File: config.mk
export PLATFORM = sky130hd
export DESIGN_NAME = alu_pkt_parser
export DESIGN_NICKNAME = d
export VERILOG_FILES = /design/src/rtl/uart_alu_pkg.sv /design/src/rtl/alu_pkt_parser.sv
export SDC_FILE = /design/constraint.sdc
export NUM_CORES = 1
export LEC_CHECK = 0
export BUFFER_PORTS_ARGS = -buffer_cell sky130_fd_sc_hd__buf_2
export CAP_MARGIN = 10
export CORE_MARGIN = 4
export CORE_UTILIZATION = 51
export DETAILED_ROUTE_END_ITERATION = 12
export PLACE_DENSITY_LB_ADDON = 0.05
export SLEW_MARGIN = 40
export SYNTH_ARGS = -nofsm -noshare
export SYNTH_HDL_FRONTEND = slang
export SYNTH_SLANG_ARGS = --single-unit
File: constraint.sdc
create_clock -name clk_i -period 2.2 [get_ports clk_i]
set_input_delay 0.11 -clock clk_i [delete_from_list [all_inputs] [get_ports clk_i]]
set_output_delay 0.11 -clock clk_i [all_outputs]
set_load 0.005 [all_outputs]
File: src/rtl/uart_alu_pkg.sv
// Shared definitions for the UART ALU packet path.
// Provides opcode constants, the fixed header length and the parser state encoding.
package uart_alu_pkg;

  localparam int unsigned BYTE_W = 8;
  localparam int unsigned WORD_W = 32;
  localparam int unsigned LEN_W  = 16;

  localparam logic [BYTE_W-1:0] OP_ECHO = 8'hEC;
  localparam logic [BYTE_W-1:0] OP_ADD  = 8'hAD;
  localparam logic [BYTE_W-1:0] OP_MUL  = 8'h88;
  localparam logic [BYTE_W-1:0] OP_DIV  = 8'h24;

  // Opcode, reserved, length LSB, length MSB.
  localparam logic [LEN_W-1:0] HDR_LEN = 16'd4;
  // Smallest accepted packet: header plus one payload word.
  localparam logic [LEN_W-1:0] MIN_LEN = 16'd8;

  typedef enum logic [2:0] {
    ST_IDLE    = 3'd0,
    ST_RSV     = 3'd1,
    ST_LEN_LO  = 3'd2,
    ST_LEN_HI  = 3'd3,
    ST_PAYLOAD = 3'd4,
    ST_EMIT    = 3'd5,
    ST_DROP    = 3'd6
  } state_e;

  // True for the four opcodes the ALU understands.
  function automatic logic op_valid(input logic [BYTE_W-1:0] op);
    return (op == OP_ECHO) || (op == OP_ADD) || (op == OP_MUL) || (op == OP_DIV);
  endfunction

endpackage

File: src/rtl/alu_pkt_parser.sv
// Byte-stream packet parser: turns a UART byte stream into 32-bit payload words.
// Frame: opcode, reserved, len_lo, len_hi, then (len-4) payload bytes, little-endian words.
// Ports:
//   clk_i, reset_i            clock, synchronous active-high reset
//   s_axis_tdata/tvalid_i     incoming byte stream; s_axis_tready_o accepts it
//   m_cmd_o, m_word_o         opcode and assembled word, held while m_valid_o
//   m_valid_o, m_ready_i      word handshake; m_last_o marks the final word
//   err_o                     one-cycle pulse when a header is rejected
//   busy_o                    high whenever the parser is not idle
module alu_pkt_parser
  import uart_alu_pkg::*;
#(
  parameter logic [15:0] MAX_LEN = 16'hFFFF
) (
  input  logic              clk_i,
  input  logic              reset_i,
  input  logic [BYTE_W-1:0] s_axis_tdata_i,
  input  logic              s_axis_tvalid_i,
  output logic              s_axis_tready_o,
  output logic [BYTE_W-1:0] m_cmd_o,
  output logic [WORD_W-1:0] m_word_o,
  output logic              m_valid_o,
  input  logic              m_ready_i,
  output logic              m_last_o,
  output logic              err_o,
  output logic              busy_o
);

  state_e              state_q, state_d;
  logic [BYTE_W-1:0]   cmd_q, cmd_d;
  logic [BYTE_W-1:0]   len_lo_q, len_lo_d;
  logic [LEN_W-1:0]    cnt_q, cnt_d;
  logic [WORD_W-1:0]   word_q, word_d;
  logic [1:0]          idx_q, idx_d;
  logic                valid_q, valid_d;
  logic                last_q, last_d;
  logic                err_q, err_d;
  logic                busy_q, busy_d;

  logic                xfer;
  logic [LEN_W-1:0]    hdr_len;
  logic                len_too_long;
  logic                hdr_ok;

  // Input is stalled only while a word waits for downstream, and during reset.
  assign s_axis_tready_o = !reset_i && (state_q != ST_EMIT);
  assign xfer            = s_axis_tvalid_i && s_axis_tready_o;

  // Header check evaluated as the length MSB arrives.
  assign hdr_len      = {s_axis_tdata_i, len_lo_q};
  assign len_too_long = 17'(hdr_len) > 17'(MAX_LEN);
  assign hdr_ok       = op_valid(cmd_q) && (hdr_len >= MIN_LEN) && !len_too_long &&
                        (hdr_len[1:0] == 2'b00);

  // Next-state and datapath update.
  always_comb begin
    state_d  = state_q;
    cmd_d    = cmd_q;
    len_lo_d = len_lo_q;
    cnt_d    = cnt_q;
    word_d   = word_q;
    idx_d    = idx_q;
    valid_d  = valid_q;
    last_d   = last_q;
    err_d    = 1'b0;

    case (state_q)
      ST_IDLE: begin
        if (xfer) begin
          cmd_d   = s_axis_tdata_i;
          state_d = ST_RSV;
        end
      end
      ST_RSV: begin
        if (xfer) state_d = ST_LEN_LO;
      end
      ST_LEN_LO: begin
        if (xfer) begin
          len_lo_d = s_axis_tdata_i;
          state_d  = ST_LEN_HI;
        end
      end
      ST_LEN_HI: begin
        if (xfer) begin
          if (hdr_ok) begin
            cnt_d   = hdr_len - HDR_LEN;
            idx_d   = 2'd0;
            state_d = ST_PAYLOAD;
          end else begin
            err_d = 1'b1;
            // Swallow whatever payload the sender still transmits.
            if (hdr_len > HDR_LEN) begin
              cnt_d   = hdr_len - HDR_LEN;
              state_d = ST_DROP;
            end else begin
              cnt_d   = '0;
              state_d = ST_IDLE;
            end
          end
        end
      end
      ST_PAYLOAD: begin
        if (xfer) begin
          // Shift in from the top so byte 0 ends up in bits [7:0].
          word_d = {s_axis_tdata_i, word_q[WORD_W-1:BYTE_W]};
          cnt_d  = cnt_q - 16'd1;
          idx_d  = 2'(idx_q + 2'd1);
          if (idx_q == 2'd3) begin
            valid_d = 1'b1;
            last_d  = (cnt_q == 16'd1);
            state_d = ST_EMIT;
          end
        end
      end
      ST_EMIT: begin
        if (m_ready_i) begin
          valid_d = 1'b0;
          last_d  = 1'b0;
          state_d = (cnt_q == '0) ? ST_IDLE : ST_PAYLOAD;
        end
      end
      ST_DROP: begin
        if (xfer) begin
          cnt_d = cnt_q - 16'd1;
          if (cnt_q == 16'd1) state_d = ST_IDLE;
        end
      end
      default: begin
        state_d = ST_IDLE;
      end
    endcase
  end

  assign busy_d = (state_d != ST_IDLE);

  // State and output registers.
  always_ff @(posedge clk_i) begin
    if (reset_i) begin
      state_q  <= ST_IDLE;
      cmd_q    <= '0;
      len_lo_q <= '0;
      cnt_q    <= '0;
      word_q   <= '0;
      idx_q    <= '0;
      valid_q  <= 1'b0;
      last_q   <= 1'b0;
      err_q    <= 1'b0;
      busy_q   <= 1'b0;
    end else begin
      state_q  <= state_d;
      cmd_q    <= cmd_d;
      len_lo_q <= len_lo_d;
      cnt_q    <= cnt_d;
      word_q   <= word_d;
      idx_q    <= idx_d;
      valid_q  <= valid_d;
      last_q   <= last_d;
      err_q    <= err_d;
      busy_q   <= busy_d;
    end
  end

  assign m_cmd_o   = cmd_q;
  assign m_word_o  = word_q;
  assign m_valid_o = valid_q;
  assign m_last_o  = last_q;
  assign err_o     = err_q;
  assign busy_o    = busy_q;

endmodule

# After elaboration in Yosys (flattened, before gate mapping)
# Cells that the tools add are included.
# Widths: inputs -> output; s select.
# word_totals
reg_bits,73
latch_bits,0
ramBits,0
mem_bits_ro,0
input_bits,12
out_inout_bits,45
wordCells,89
mem_count,0
# op_classes
add_sub_neg,3
mul,0
div,0
magnitude_cmp,2
eq_ne,19
shifts,0
muxes,30
bitwise_logic,2
n_reduce_logical,23
# op_table
op,count
$mux 16,4
$mux 3,12
$pmux 16 s2,1
$eq 8x8->1 const B,3
$pmux 3 s7,1
$eq 16x1->1 const B,1
$ge 16x4->1 const B,1
$gt 16x3->1 const B,1
$logic_not 16->1,1
$sub 16x1->16 const B,1
$sub 16x3->16 const B,1
$ne 2x2->1 const B,5
$eq 3x3->1 const B,3
$eq 8x6->1 const B,1
$reduce_and 4->1,2
$eq 3x2->1 const B,2
$mux 1,6
$mux 2,3
$reduce_and 2->1,3
$reduce_bool 2->1,3
$logic_and 1x1->1,4
$pmux 1 s2,2
$pmux 2 s2,1
$eq 3x1->1 const B,1
13 further kinds,16

# Depth between registers and ports, before layout
# depth
word_depth,10
mapped_depth,9
depth_no_buf,8

# Worst setup path after synthesis
# OpenSTA, ideal clock, no wires.
# synth_path
path_type,flip-flop to flip-flop
start,reg cnt_q[8]
end,"reg busy_q, in the netlist busy_o"
setup_time_ns,0.128
arrival_time_ns,1.944
t_required_ns,2.072
setup_slack_ns,0.128
stages_incl_launch_ff,7
path_buffers,0
period_less_slack_ns,2.072
cell_sequence,dfxtp_1 or4_4 or3_4 o41ai_4 o22ai_1 a31oi_2 a31oi_1
# synth_via
elab_chain_cells,5
word_cells_on_any_way,8
cone_classes,eq/ne: 1; mux: 5; reduce/logical: 2
# synth_lines
element,line_no,source
from (decl),alu_pkt_parser.sv:32,"logic [LEN_W-1:0] cnt_q, cnt_d;"
from (signal assigned),alu_pkt_parser.sv:153,cnt_q <= cnt_d;
$eq 16x1->1 or $logic_not 16->1 (tied branches),"alu_pkt_parser.sv:125, alu_pkt_parser.sv:119",
$mux 3 (on tied branches),"alu_pkt_parser.sv:125, alu_pkt_parser.sv:119",
$mux 3 (on tied branches),"alu_pkt_parser.sv:123, alu_pkt_parser.sv:116",
$pmux 3 s7 (*),alu_pkt_parser.sv:67,case (state_q)
$reduce_bool 3->1 (*),alu_pkt_parser.sv:134,assign busy_d = (state_d != ST_IDLE);
to (signal assigned),alu_pkt_parser.sv:159,busy_q <= busy_d;
to (decl),alu_pkt_parser.sv:38,"logic busy_q, busy_d;"
# Every way passes the cells marked *; elsewhere a longest branch is shown, timed or not.
# A chain may end at the register's enable or synchronous reset.

# Final worst setup path
# layout_path
start,reg cnt_q[3]
end,"reg busy_q, in the netlist busy_o"
# Same word-level chain as after synthesis.

==> qor.yml <==
sta:
  worst_pin_slew_ps: 703
  setup_violations: 0
  fmax_mhz: 484
  hold_viol: 0
  period_share: 0.939
  holdWs_ps: 68.5
  setup_tns_ps: 0
  report.final.slew_viol_count: 0
  period_needed_ps: 2070
  worst_slack_ps: 135
  max_slew_margin: 0.531
  skew_ps: 9.07
  rsz0062_at_grt: "no"
drt:
  vias: 3352
  wl_per_cell_um: 15.1
  drc: 0
  ant_nets: 0
  drt-initial-drc-count: 324
  dr.pass1.iters: 5
  routed_via_density: 5.50
  finalWirelength_mm: 9.21
worst_setup_path:
  path_buf_inv: 0
  slowest_stage: "or4_4"
  cp.required_ps: 2430
  critPathLaunchType: "flip-flop"
  slowest_delay_ps: 460
  end_kind: "flip-flop"
  crit_type: "flip-flop to flip-flop"
  worstPathCellList: "or3_1, or4_4, o41ai_4, o22ai_1, a21oi_1, a31oi_1"
  worstPathArrival_ps: 2290
  worst_path_dominant_cell_family: "simple AND/OR/NAND/NOR gates"
  reg2reg_slack_ps: 130
  crit_fanout: 5
floorplan:
  die_area_mm2: 0.00845
  rows: 30
  core-area_mm2: 0.00683
  dieHeight_um: 91.9
  initial_utilization: 0.526
  ios: 57
  die_w_um: 91.9
synth:
  ys_seq_area_frac: 0.407
  synth-seq-cells: 73
  ys.flop_type: "dfxtp_1"
  synth_cell_types: 53
  syn_area_per_cell_um2: 7.99
  synth_edf_count: 0
  synth_nets: 468
  synthCells: 450
  async_flop_share: 0
  synth_warnings: 0
  syn_area_mm2: 0.00359
placed_design:
  dpl.hpwl_mm: 6.58
  place.port_buffers: 56
  gp_congestion: 0.856
  dpl_worst_slack_ps: 80.6
clock_tree:
  cts_max_level: 3
  ctsResizeCount: 0
  cts_hold_buffers: 0
  cts_tree: "done"
  clock_latency_ps: 340
  cts_sinks: 73
  root_buffer: "clkbuf_8"
  postCtsSetupRepairBufs: 0
  cts.clk_slew.worst_paths_ps: 80
  cts_buffer_depth: 2
  cts_buffers: 9
grt:
  grt_pass1_wl_mm: 15.3
  grt_use_met2: 0.341
  use_met1: 0.323
  gr-max-usage-layer: "met2"
  gr-usage-met3: 0.0509
  grt_pass1_vias: 3025
  gr-total-overflow: 0
  grt_max_degree: 71
  grt_use_total: 0.224
  grt_antenna_before_repair: 0
power_and_ir_drop:
  p_leak_nw: 1.75
  power_density_mw_per_mm2: 646
  switching_share: 0.269
  comb_power_share: 0.116
  p_sw_mw: 0.739
  vdd_drop_max_uv: 382
  power_frac_clock: 0.383
  intPower_mw: 2.01
  sequentialPowerShare: 0.501
cells_and_area:
  synthToLayoutAreaGrowth_pct: 18.3
  nets: 526
  drive_above_1_share: 0.207
  final_cell_mix: "nand2_1, dfxtp_1, buf_2"
  layout_commonest_cell: "nand2_1"
  antenna_cells: 0
hold_path:
  hold_class: "input port to flip-flop"
outcome:
  run_status: "complete, no violations"
job:
  maxCapViolCount: 0
==> state kept, by name, summed over array words and instances (netlist names) <==
register and cells:
busy_o 1, cnt_q 16, err_o 1, idx_q 2, len_lo_q 8, m_cmd_o 8, m_last_o 1, m_valid_o 1
m_word_o 32, state_q 3
==> stage by stage <==
stage | power (mW) | utilization | cell area [µm²] | instances
2_1_floorplan | 1.62 | - | 3590 | 450
3_3_place_gp | 1.72 | 0.593 | 4050 | 593
3_5_place_dp | 1.72 | 0.593 | 4050 | 593
4_1_cts | 2.76 | 0.621 | 4240 | 609
5_1_grt | 2.87 | 0.622 | 4250 | 609
6_report | 2.75 | 0.622 | 4250 | 609
==> worst register-to-register path, cell delays in order, from the launching register on <==
cell	delay, ps
dfxtp_1	370
or3_1	380
or4_4	460
o41ai_4	350
o22ai_1	130
a21oi_1	170
a31oi_1	90
==> power by group through the flow <==
stage                     clock network (mW)  registers, mW  logic, mW
after floorplan                            0           1.40      0.221
after global placement                     0           1.41      0.312
after detailed placement                   0           1.41      0.314
after CTS                               1.07           1.38      0.315
after global routing                    1.14           1.38      0.352
final                                   1.05           1.38      0.320
==> final timing paths <==
kind / start / end / cells after the start
max: cnt_q[3] / busy_o / 6
min: s_axis_tvalid_i / cnt_q[14] / 3
max reg2reg: cnt_q[3] / busy_o / 6
min reg2reg: m_word_o[3] / m_word_o[3] / 2
==> layer usage <==
layer  vias to the layer above  share of wire  wire (µm)
met5                         -              0          0
met4                         0         0.0078         72
met3                         8          0.070        644
met2                       118           0.46       4250
met1                      1536           0.46       4240
li1                       1690              -          -
==> synthesized netlist by cell type (2+ instances only) <==
master / number / share of area
o21bai_1: 2 / 0.0042
ha_1: 6 / 0.021
or4_4: 2 / 0.0063
buf_4: 2 / 0.0042
nor3_1: 13 / 0.018
nor4_4: 2 / 0.012
nand2_1: 86 / 0.090
o22ai_1: 4 / 0.0070
inv_1: 6 / 0.0063
or3_1: 5 / 0.0087
xnor2_1: 7 / 0.017
a211oi_1: 3 / 0.0063
nor2_1: 46 / 0.048
nand3_1: 12 / 0.017
buf_2: 2 / 0.0028
nor2b_1: 3 / 0.0052
nor4_1: 8 / 0.014
or4_1: 3 / 0.0063
xor2_1: 10 / 0.024
nand4b_1: 2 / 0.0049
a22oi_1: 2 / 0.0042
a221oi_1: 4 / 0.0097
a21oi_1: 52 / 0.072
o211ai_1: 3 / 0.0063
o21ai_0: 13 / 0.018
nand4_1: 6 / 0.010
buf_6: 2 / 0.0063
clkbuf_1: 23 / 0.024
a31oi_1: 5 / 0.0087
nand2b_1: 5 / 0.0087
mux2i_1: 17 / 0.047
dfxtp_1: 73 / 0.41
==> cell families after synthesis <==
group / after synthesis / share of synthesized area
and+or+nand+nor: 203 / 0.272
buffers and inverters: 36 / 0.0446
xor gates and xnor gates: 17 / 0.0414
AOI/OAI and AO/OA: 98 / 0.167
DFF: 73 / 0.407
muxes: 17 / 0.0474
adders and majority gates: 6 / 0.0209
==> final cells by class <==
type                       count  area, µm²
clock buffer                  10        128
clock inverter                 6       66.3
fill                         658       2580
inverter                       7       26.3
multi-input combinational    341       1980
sequential                    73       1460
tap                           96        120
timing repair buffer          76        468
Power figures use the tool's default switching activity.
